$ cat src/rtl/uart_periph.sv
// uart_periph: memory-mapped UART with a TX FIFO, a TX shifter, level interrupt
// and an optional receiver.
// Build option: define UART_RX_EN to include the receiver. Without it, RXD is
// ignored, RXDATA and STATUS[4:2] read 0, and RXIE is stored but never raises Intr.
// Register map (Addr[3:2]): 0 TXDATA (W), 1 RXDATA (R), 2 STATUS (R/W1C), 3 CTRL (R/W).
module uart_periph #(
   parameter logic [15:0] DIV_RESET = 16'd434,
   parameter int          TX_DEPTH  = 4
) (
   input  logic        clk,
   input  logic        reset,
   input  logic        CS_N,
   input  logic        RD_N,
   input  logic        WR_N,
   input  logic [11:0] Addr,
   input  logic [31:0] DataIn,
   output logic [31:0] DataOut,
   output logic        Intr,
   output logic        TXD,
   input  logic        RXD
);

   localparam int PW = (TX_DEPTH > 1) ? $clog2(TX_DEPTH) : 1;
   localparam int CW = PW + 1;
   localparam logic [CW-1:0] FULL_CNT = CW'(TX_DEPTH);

   typedef enum logic [1:0] {TX_IDLE, TX_START, TX_DATA, TX_STOP} tx_state_t;

   // ---------------------------------------------------------------------
   // Bus decode
   // ---------------------------------------------------------------------
   logic sel_wr, sel_rd;
   logic wr_tx, wr_status, wr_ctrl;

   assign sel_wr    = !CS_N && !WR_N;
   assign sel_rd    = !CS_N && !RD_N && WR_N;
   assign wr_tx     = sel_wr && (Addr[3:2] == 2'd0);
   assign wr_status = sel_wr && (Addr[3:2] == 2'd2);
   assign wr_ctrl   = sel_wr && (Addr[3:2] == 2'd3);

   // Only Addr[3:2] and DataIn[17:0] carry meaning.
   logic unused_bus;
   assign unused_bus = ^{Addr[11:4], Addr[1:0], DataIn[31:18]};

   // ---------------------------------------------------------------------
   // Control register
   // ---------------------------------------------------------------------
   logic [15:0] div_q, div_d;
   logic        rxie_q, rxie_d;
   logic        txie_q, txie_d;

   // CTRL write: a divisor below 2 would leave no room for a mid-bit sample, so clamp it.
   always_comb begin
      div_d  = div_q;
      rxie_d = rxie_q;
      txie_d = txie_q;
      if (wr_ctrl) begin
         div_d  = (DataIn[15:0] < 16'd2) ? 16'd2 : DataIn[15:0];
         rxie_d = DataIn[16];
         txie_d = DataIn[17];
      end
   end

   // ---------------------------------------------------------------------
   // TX FIFO
   // ---------------------------------------------------------------------
   logic [7:0]    fifo_mem [TX_DEPTH];
   logic [PW-1:0] wr_ptr_q, wr_ptr_d;
   logic [PW-1:0] rd_ptr_q, rd_ptr_d;
   logic [CW-1:0] count_q, count_d;
   logic          fifo_full, fifo_empty;
   logic          tx_push, tx_pop;

   assign fifo_full  = (count_q == FULL_CNT);
   assign fifo_empty = (count_q == '0);
   // A pop on the same edge frees the slot, so a full FIFO still accepts the byte.
   assign tx_push    = wr_tx && (!fifo_full || tx_pop);

   // Pointer and occupancy update; pointers wrap naturally (depth is a power of 2).
   always_comb begin
      wr_ptr_d = wr_ptr_q;
      rd_ptr_d = rd_ptr_q;
      count_d  = count_q;
      if (tx_push) wr_ptr_d = wr_ptr_q + 1'b1;
      if (tx_pop)  rd_ptr_d = rd_ptr_q + 1'b1;
      case ({tx_push, tx_pop})
         2'b10:   count_d = count_q + 1'b1;
         2'b01:   count_d = count_q - 1'b1;
         default: count_d = count_q;
      endcase
   end

   // FIFO storage has no reset; validity is tracked by the pointers.
   always_ff @(posedge clk) begin
      if (tx_push) fifo_mem[wr_ptr_q] <= DataIn[7:0];
   end

   // ---------------------------------------------------------------------
   // TX FSM
   // ---------------------------------------------------------------------
   tx_state_t   tx_state_q, tx_state_d;
   logic [15:0] tx_cnt_q, tx_cnt_d;
   logic [15:0] tx_div_q, tx_div_d;
   logic [2:0]  tx_bit_q, tx_bit_d;
   logic [7:0]  tx_shift_q, tx_shift_d;
   logic        txd_q, txd_d;
   logic        tx_bit_end;

   // tx_div_q is re-latched at every bit start so a divisor change lands on a bit boundary.
   assign tx_bit_end = (tx_cnt_q == tx_div_q - 16'd1);

   // TX next state; TXD is registered from the next state so it changes on bit boundaries only.
   always_comb begin
      tx_state_d = tx_state_q;
      tx_cnt_d   = tx_cnt_q + 16'd1;
      tx_div_d   = tx_div_q;
      tx_bit_d   = tx_bit_q;
      tx_shift_d = tx_shift_q;
      txd_d      = txd_q;
      tx_pop     = 1'b0;
      case (tx_state_q)
         TX_IDLE: begin
            tx_cnt_d = '0;
            txd_d    = 1'b1;
            if (!fifo_empty) begin
               tx_pop     = 1'b1;
               tx_shift_d = fifo_mem[rd_ptr_q];
               tx_div_d   = div_q;
               tx_state_d = TX_START;
               txd_d      = 1'b0;
            end
         end
         TX_START: begin
            if (tx_bit_end) begin
               tx_cnt_d   = '0;
               tx_div_d   = div_q;
               tx_bit_d   = '0;
               tx_state_d = TX_DATA;
               txd_d      = tx_shift_q[0];
            end
         end
         TX_DATA: begin
            if (tx_bit_end) begin
               tx_cnt_d = '0;
               tx_div_d = div_q;
               if (tx_bit_q == 3'd7) begin
                  tx_state_d = TX_STOP;
                  txd_d      = 1'b1;
               end else begin
                  tx_bit_d   = tx_bit_q + 3'd1;
                  tx_shift_d = {1'b0, tx_shift_q[7:1]};
                  txd_d      = tx_shift_q[1];
               end
            end
         end
         TX_STOP: begin
            if (tx_bit_end) begin
               tx_cnt_d = '0;
               tx_div_d = div_q;
               // Chain straight into the next frame when data is waiting.
               if (!fifo_empty) begin
                  tx_pop     = 1'b1;
                  tx_shift_d = fifo_mem[rd_ptr_q];
                  tx_state_d = TX_START;
                  txd_d      = 1'b0;
               end else begin
                  tx_state_d = TX_IDLE;
                  txd_d      = 1'b1;
               end
            end
         end
         default: begin
            tx_state_d = TX_IDLE;
            txd_d      = 1'b1;
         end
      endcase
   end

   assign TXD = txd_q;

   // ---------------------------------------------------------------------
   // TX status flags
   // ---------------------------------------------------------------------
   logic tx_ovr_q, tx_ovr_d;
   logic tx_empty;

   assign tx_empty = fifo_empty && (tx_state_q == TX_IDLE);

   // TXOVR: a dropped write sets it; W1C clears it; a set on the same edge wins.
   always_comb begin
      tx_ovr_d = (tx_ovr_q & ~(wr_status & DataIn[5])) | (wr_tx & fifo_full & ~tx_pop);
   end

   // Control, FIFO, TX and TX status registers.
   always_ff @(posedge clk or negedge reset) begin
      if (!reset) begin
         div_q      <= DIV_RESET;
         rxie_q     <= 1'b0;
         txie_q     <= 1'b0;
         wr_ptr_q   <= '0;
         rd_ptr_q   <= '0;
         count_q    <= '0;
         tx_state_q <= TX_IDLE;
         tx_cnt_q   <= '0;
         tx_div_q   <= DIV_RESET;
         tx_bit_q   <= '0;
         tx_shift_q <= '0;
         txd_q      <= 1'b1;
         tx_ovr_q   <= 1'b0;
      end else begin
         div_q      <= div_d;
         rxie_q     <= rxie_d;
         txie_q     <= txie_d;
         wr_ptr_q   <= wr_ptr_d;
         rd_ptr_q   <= rd_ptr_d;
         count_q    <= count_d;
         tx_state_q <= tx_state_d;
         tx_cnt_q   <= tx_cnt_d;
         tx_div_q   <= tx_div_d;
         tx_bit_q   <= tx_bit_d;
         tx_shift_q <= tx_shift_d;
         txd_q      <= txd_d;
         tx_ovr_q   <= tx_ovr_d;
      end
   end

   // ---------------------------------------------------------------------
   // Receiver
   // ---------------------------------------------------------------------
   logic [7:0] rx_data;
   logic       rx_valid;
   logic       rx_ovr;
   logic       rx_ferr;

`ifdef UART_RX_EN
   typedef enum logic [1:0] {RX_IDLE, RX_START, RX_DATA, RX_STOP} rx_state_t;

   logic        rd_rx;
   logic        sync1_q, sync1_d;
   logic        sync2_q, sync2_d;
   logic        rx_prev_q, rx_prev_d;
   rx_state_t   rx_state_q, rx_state_d;
   logic [15:0] rx_cnt_q, rx_cnt_d;
   logic [15:0] rx_div_q, rx_div_d;
   logic [2:0]  rx_bit_q, rx_bit_d;
   logic [7:0]  rx_shift_q, rx_shift_d;
   logic [7:0]  rx_data_q, rx_data_d;
   logic        rx_valid_q, rx_valid_d;
   logic        rx_ovr_q, rx_ovr_d;
   logic        rx_ferr_q, rx_ferr_d;
   logic        rx_done, rx_stop_bad;

   assign rd_rx = sel_rd && (Addr[3:2] == 2'd1);

   // Two-flop synchroniser, edge history, and the RX bit-timing FSM.
   always_comb begin
      sync1_d     = RXD;
      sync2_d     = sync1_q;
      rx_prev_d   = sync2_q;
      rx_state_d  = rx_state_q;
      rx_cnt_d    = rx_cnt_q + 16'd1;
      rx_div_d    = rx_div_q;
      rx_bit_d    = rx_bit_q;
      rx_shift_d  = rx_shift_q;
      rx_done     = 1'b0;
      rx_stop_bad = 1'b0;
      case (rx_state_q)
         RX_IDLE: begin
            rx_cnt_d = '0;
            if (rx_prev_q && !sync2_q) begin
               rx_state_d = RX_START;
               rx_div_d   = div_q;
            end
         end
         RX_START: begin
            // Half a bit in: a line that is high again was a glitch.
            if (rx_cnt_q == (rx_div_q >> 1) - 16'd1) begin
               rx_cnt_d   = '0;
               rx_div_d   = div_q;
               rx_bit_d   = '0;
               rx_state_d = sync2_q ? RX_IDLE : RX_DATA;
            end
         end
         RX_DATA: begin
            if (rx_cnt_q == rx_div_q - 16'd1) begin
               rx_cnt_d   = '0;
               rx_div_d   = div_q;
               rx_shift_d = {sync2_q, rx_shift_q[7:1]};
               if (rx_bit_q == 3'd7) rx_state_d = RX_STOP;
               else                  rx_bit_d   = rx_bit_q + 3'd1;
            end
         end
         RX_STOP: begin
            if (rx_cnt_q == rx_div_q - 16'd1) begin
               rx_cnt_d    = '0;
               rx_div_d    = div_q;
               rx_done     = 1'b1;
               rx_stop_bad = !sync2_q;
               rx_state_d  = RX_IDLE;
            end
         end
         default: rx_state_d = RX_IDLE;
      endcase
   end

   // Received-byte holding register and RX flags; sets win over W1C on the same edge.
   always_comb begin
      rx_data_d  = rx_data_q;
      rx_valid_d = rx_valid_q;
      rx_ovr_d   = rx_ovr_q & ~(wr_status & DataIn[3]);
      rx_ferr_d  = rx_ferr_q & ~(wr_status & DataIn[4]);
      if (rx_done) begin
         if (rx_stop_bad) rx_ferr_d = 1'b1;
         if (rx_valid_q && !rd_rx) begin
            rx_ovr_d = 1'b1;
         end else begin
            rx_data_d  = rx_shift_q;
            rx_valid_d = 1'b1;
         end
      end else if (rd_rx) begin
         rx_valid_d = 1'b0;
      end
   end

   // Receiver registers.
   always_ff @(posedge clk or negedge reset) begin
      if (!reset) begin
         sync1_q    <= 1'b1;
         sync2_q    <= 1'b1;
         rx_prev_q  <= 1'b1;
         rx_state_q <= RX_IDLE;
         rx_cnt_q   <= '0;
         rx_div_q   <= DIV_RESET;
         rx_bit_q   <= '0;
         rx_shift_q <= '0;
         rx_data_q  <= '0;
         rx_valid_q <= 1'b0;
         rx_ovr_q   <= 1'b0;
         rx_ferr_q  <= 1'b0;
      end else begin
         sync1_q    <= sync1_d;
         sync2_q    <= sync2_d;
         rx_prev_q  <= rx_prev_d;
         rx_state_q <= rx_state_d;
         rx_cnt_q   <= rx_cnt_d;
         rx_div_q   <= rx_div_d;
         rx_bit_q   <= rx_bit_d;
         rx_shift_q <= rx_shift_d;
         rx_data_q  <= rx_data_d;
         rx_valid_q <= rx_valid_d;
         rx_ovr_q   <= rx_ovr_d;
         rx_ferr_q  <= rx_ferr_d;
      end
   end

   assign rx_data  = rx_data_q;
   assign rx_valid = rx_valid_q;
   assign rx_ovr   = rx_ovr_q;
   assign rx_ferr  = rx_ferr_q;
`else
   assign rx_data  = 8'h00;
   assign rx_valid = 1'b0;
   assign rx_ovr   = 1'b0;
   assign rx_ferr  = 1'b0;

   logic unused_rx;
   assign unused_rx = ^{RXD, DataIn[4:3]};
`endif

   // ---------------------------------------------------------------------
   // Read mux and interrupt
   // ---------------------------------------------------------------------
   // Zero-latency read data; the bus sees 0 unless a read strobe is active.
   always_comb begin
      DataOut = 32'h0;
      if (!CS_N && !RD_N) begin
         case (Addr[3:2])
            2'd1:    DataOut = {24'h0, rx_data};
            2'd2:    DataOut = {26'h0, tx_ovr_q, rx_ferr, rx_ovr, rx_valid, tx_empty, fifo_full};
            2'd3:    DataOut = {14'h0, txie_q, rxie_q, div_q};
            default: DataOut = 32'h0;
         endcase
      end
   end

   assign Intr = (rxie_q & rx_valid) | (txie_q & tx_empty);

endmodule

$ cat config.mk
export PLATFORM = sky130hd
export DESIGN_NAME = uart_periph
export DESIGN_NICKNAME = d
export VERILOG_FILES = /design/src/rtl/uart_periph.sv
export SDC_FILE = /design/constraint.sdc
export NUM_CORES = 1
export LEC_CHECK = 0
export CORE_AREA = 2 2 106 108
export CTS_BUF_LIST = sky130_fd_sc_hd__clkbuf_16
export CTS_CLUSTER_SIZE = 16
export DETAILED_ROUTE_END_ITERATION = 16
export DIE_AREA = 0 0 108 110
export PLACE_DENSITY = 0.81
export SYNTH_ARGS = -nofsm -noshare
export SYNTH_HDL_FRONTEND = slang
export SYNTH_SLANG_ARGS = --single-unit
$ cat constraint.sdc
create_clock -name clk -period 4.95 [get_ports clk]
set_clock_uncertainty 0.15 [all_clocks]
set_input_delay 0.99 -clock clk [delete_from_list [all_inputs] [get_ports clk]]
set_output_delay 0.99 -clock clk [all_outputs]
set_load 0.005 [all_outputs]
==> results.sh <==
export IMPL_status="complete, no violations"
export IMPL_synth_simple_area_share=0.2122
export IMPL_drt_first_pass_iters=5
export IMPL_cp_required_ns=5.03
export IMPL_core_sq_um=10700
export IMPL_crit_start="tx_div_q[0]$_DFFE_PN0P_"
export IMPL_muxShareOfSynthArea=0.07841
export IMPL_finalCritPeriodShare=0.9128
export IMPL_rsz0062_at_grt="no"
export IMPL_synth_ff_type="dfrtp_1"
export IMPL_crit_slowest_cell="or4b_2"
export IMPL_crit_path_max_incr_delay_ns=0.61
export IMPL_grt_pass1_wl_um=20580
export IMPL_cts_resized_gates=0
export IMPL_initial_core_util=0.5370
export IMPL_p_per_area_nw_per_um2=535.7
export IMPL_die_h_um=110
export IMPL_clkLatencyLatePin_ns=0.35
export IMPL_ys_seq_area_frac=0.4833
export IMPL_multi_input_area_sq_um=2729
export IMPL_period_needed_ns=4.519
export IMPL_clk_pin_slew_worst_paths_ns=0.07
export IMPL_dpl_instance_area_sq_um=6217
export IMPL_place_congestion=0.8559
export IMPL_syn_area_per_cell_sq_um=10.80
export IMPL_hold_path_class="register to register"
export IMPL_grt_pass1_vias=4162
export IMPL_syn_area_sq_um=5744
export IMPL_regToRegStartpoint="tx_div_q[0]$_DFFE_PN0P_"
export IMPL_synth_edf_count=32
export IMPL_p_leak_nw=2.638
export IMPL_areaGrowthSynthToFinish_pct=13.31
export IMPL_post_route_util=0.6084
export IMPL_wl_um=12540
export IMPL_antenna_cells=0
export IMPL_die_area_sq_um=11880
export IMPL_cap_viol_max_count=0
export IMPL_clockBufferDepth=2
export IMPL_ff_latch_area_sq_um=2776
export IMPL_path_cells="inv_1, ha_1, or4b_2, nor4_1, xnor2_1, nand3_1, nor4_4, a21oi_1, nor2_1, nand2_1, fa_1, nor3_1, nand2b_1, o21a_1, o311a_1, or3_1"
export IMPL_worstSetupEndpointType="register"
export IMPL_total_power_mw=3.487
export IMPL_ant_nets=0
export IMPL_vias_per_cell=5.892
export IMPL_cts_made_buffers=9
export IMPL_htreeDepth=3
export IMPL_synthAdderAreaFrac=0.03180
export IMPL_hold_buffers=0
export IMPL_start_kind="register"
export IMPL_port_buffers=44
export IMPL_hpwl_um=8962
export IMPL_ir_worst_vdd_mv=0.2651
export IMPL_cpLargestDelayFamily="simple AND/OR/NAND/NOR gates"
export IMPL_synth_cell_types=71
export IMPL_drive_gt1_frac=0.1396
export IMPL_syn_inst=532
export IMPL_crit_type="register to register"
export IMPL_synthArstFlopShare=0.6923
export IMPL_fin_tns_setup_ns=0
export IMPL_max_freq_ghz=0.2213
export IMPL_globalRouteOverflowTotal=0
export IMPL_hp_start="rxie_q$_DFFE_PN0P_"
export IMPL_num_io_pins=84
export IMPL_grt_antenna_before_repair=0
export IMPL_cp_num_buf_inv=1
export IMPL_slew_headroom=0.3464
export IMPL_grt_usage=0.2224
export IMPL_cts_sinks=104
export IMPL_grt_max_degree=40
export IMPL_fp_dieW_um=108
export IMPL_cts_tree="done"
export IMPL_crit_arrival_ns=4.60
export IMPL_synthXorXnorAreaFrac=0.05337
export IMPL_yosys_warnings=0
export IMPL_drc=0
export IMPL_setup_viol_count_final=0
export IMPL_fin_nets=632
export IMPL_path_max_fanout=7
export IMPL_final_hold_violation_count=0
export IMPL_final_area_sq_um=6509
export IMPL_ys_ff_latch=104
export IMPL_post_cts_buffers=0
export IMPL_drv_slew=0
export IMPL_wl_per_cell_um=17.58
export IMPL_synth_compound_area_share=0.09018
export IMPL_tightest_slew_ns=0.9715
export IMPL_drt_iter0_markers=293
export IMPL_rows=38
export IMPL_fillerInstances=839
export IMPL_num_vias=4201
export IMPL_cts_root_buf="clkbuf_16"
export IMPL_synth_top_family_by_area="simple AND/OR/NAND/NOR gates"
[through the flow]
stage | setup slack, ns | hold WS (ns) | cells
final | 0.4315 | 0.3205 | 713
after global placement | 0.5798 | 0.3002 | 697
after CTS | 0.4692 | 0.3233 | 713
after floorplan | 0.7828 | 0.2874 | 545
after global routing | 0.2025 | 0.3356 | 713
after detailed placement | 0.4784 | 0.3057 | 697
[cells in the final DEF (no fill, tap or decap), types with 3 or more instances in the layout]
master           synthesis  final
a21o_1                   3      3
a311o_1                  3      3
a31oi_1                  5      5
nand4_1                 11     11
buf_4                   14      5
o31ai_1                  3      3
xor2_1                  14     14
xnor2_1                 21     21
conb_1                   1     14
nand3_1                 23     23
nor2b_1                  5      5
mux4_2                   8      8
nor2_1                  47     47
ha_1                    13     13
or3b_2                   4      4
inv_1                   17     17
a22o_1                   6      6
o221a_1                  5      5
o21ai_0                  7      7
clkdlybuf4s50_1          0     43
mux2i_1                  3      3
mux2_4                  10     10
dfstp_2                 11     11
nor3_1                  14     14
or4_1                    6      6
and3_1                  11     11
mux2_2                   8      8
dfrtp_1                 61     61
clkbuf_16                0      9
nor4_1                   7      7
a21oi_1                 10     10
or3_1                   10     10
nand2_1                 57     57
o211ai_1                 3      3
and2_1                  17     17
edfxtp_1                32     32
[sequential cells by signal (all words and copies together) (netlist names)]
name        flops
tx_div_q       16
TXD             1
tx_state_q      2
rxie_q          1
tx_cnt_q       16
fifo_mem       32
wr_ptr_q        2
tx_ovr_q        1
tx_bit_q        3
tx_shift_q      8
count_q         3
rd_ptr_q        2
txie_q          1
div_q          16
[cell families (layout without fill, tap and decap cells)]
kind of cell    Yosys count  after routing
xor+xnor                 35             35
fa+ha+maj                14             14
simple gates            231            231
other cells               1             14
compound gates           64             64
buf+inv                  54             82
flops                   104            104
mux                      29             29
[Yosys cell counts (all sizes together) (9+ instances only)]
master | n | area (sq um)
nand2 | 59 | 231.5
and2 | 17 | 106.4
and3 | 11 | 68.82
a21oi | 11 | 58.81
ha | 13 | 162.7
dfrtp | 61 | 1526
inv | 17 | 63.81
nor4 | 9 | 77.57
clkbuf | 15 | 56.30
edfxtp | 32 | 960.9
or3 | 10 | 62.56
xor2 | 14 | 122.6
nand4 | 11 | 68.82
mux2 | 18 | 240.2
buf | 22 | 167.7
xnor2 | 21 | 183.9
nand3 | 23 | 115.1
dfstp | 11 | 289.0
nor2 | 47 | 176.4
nor3 | 14 | 70.07
[final timing paths]
path                                          end  slack [ns]  cells past startpoint
max reg2reg                count_q[2]$_DFFE_PN0P_        0.43                     16
max in group asynchronous         TXD$_DFFE_PN1P_        3.07                      2
min reg2reg                    rxie_q$_DFFE_PN0P_        0.32                      2
min                            rxie_q$_DFFE_PN0P_        0.32                      2
max                        count_q[2]$_DFFE_PN0P_        0.43                     16
min in group asynchronous   div_q[13]$_DFFE_PN0P_        0.59                      1
[tightest hold or removal path: stages, from the launching register on]
cell	delay, ns
dfrtp_1	0.34
nand2_1	0.05
nand2_1	0.06
[cell type report]
cell class / instances / area share
Sequential cell: 104 / 0.4266
Inverter: 17 / 0.009804
Multi-Input combinational cell: 387 / 0.4193
Timing Repair Buffer: 49 / 0.07266
Clock buffer: 9 / 0.03460
Clock inverter: 7 / 0.01019
Tap cell: 140 / 0.02691
[routing by layer]
layer / wire (um) / track usage
met5: 0 / 0
met1: 5404 / 0.2971
met4: 199 / 0.07509
met3: 659 / 0.04762
met2: 6271 / 0.3639
[power breakdown]
part / switching, mW / internal, mW
combinational: 0.748 / 0.681
sequential: 0.265 / 1.10
clock: 0.337 / 0.353
total: 1.35 / 2.14
Note: power is estimated with default switching activity, not from simulation.
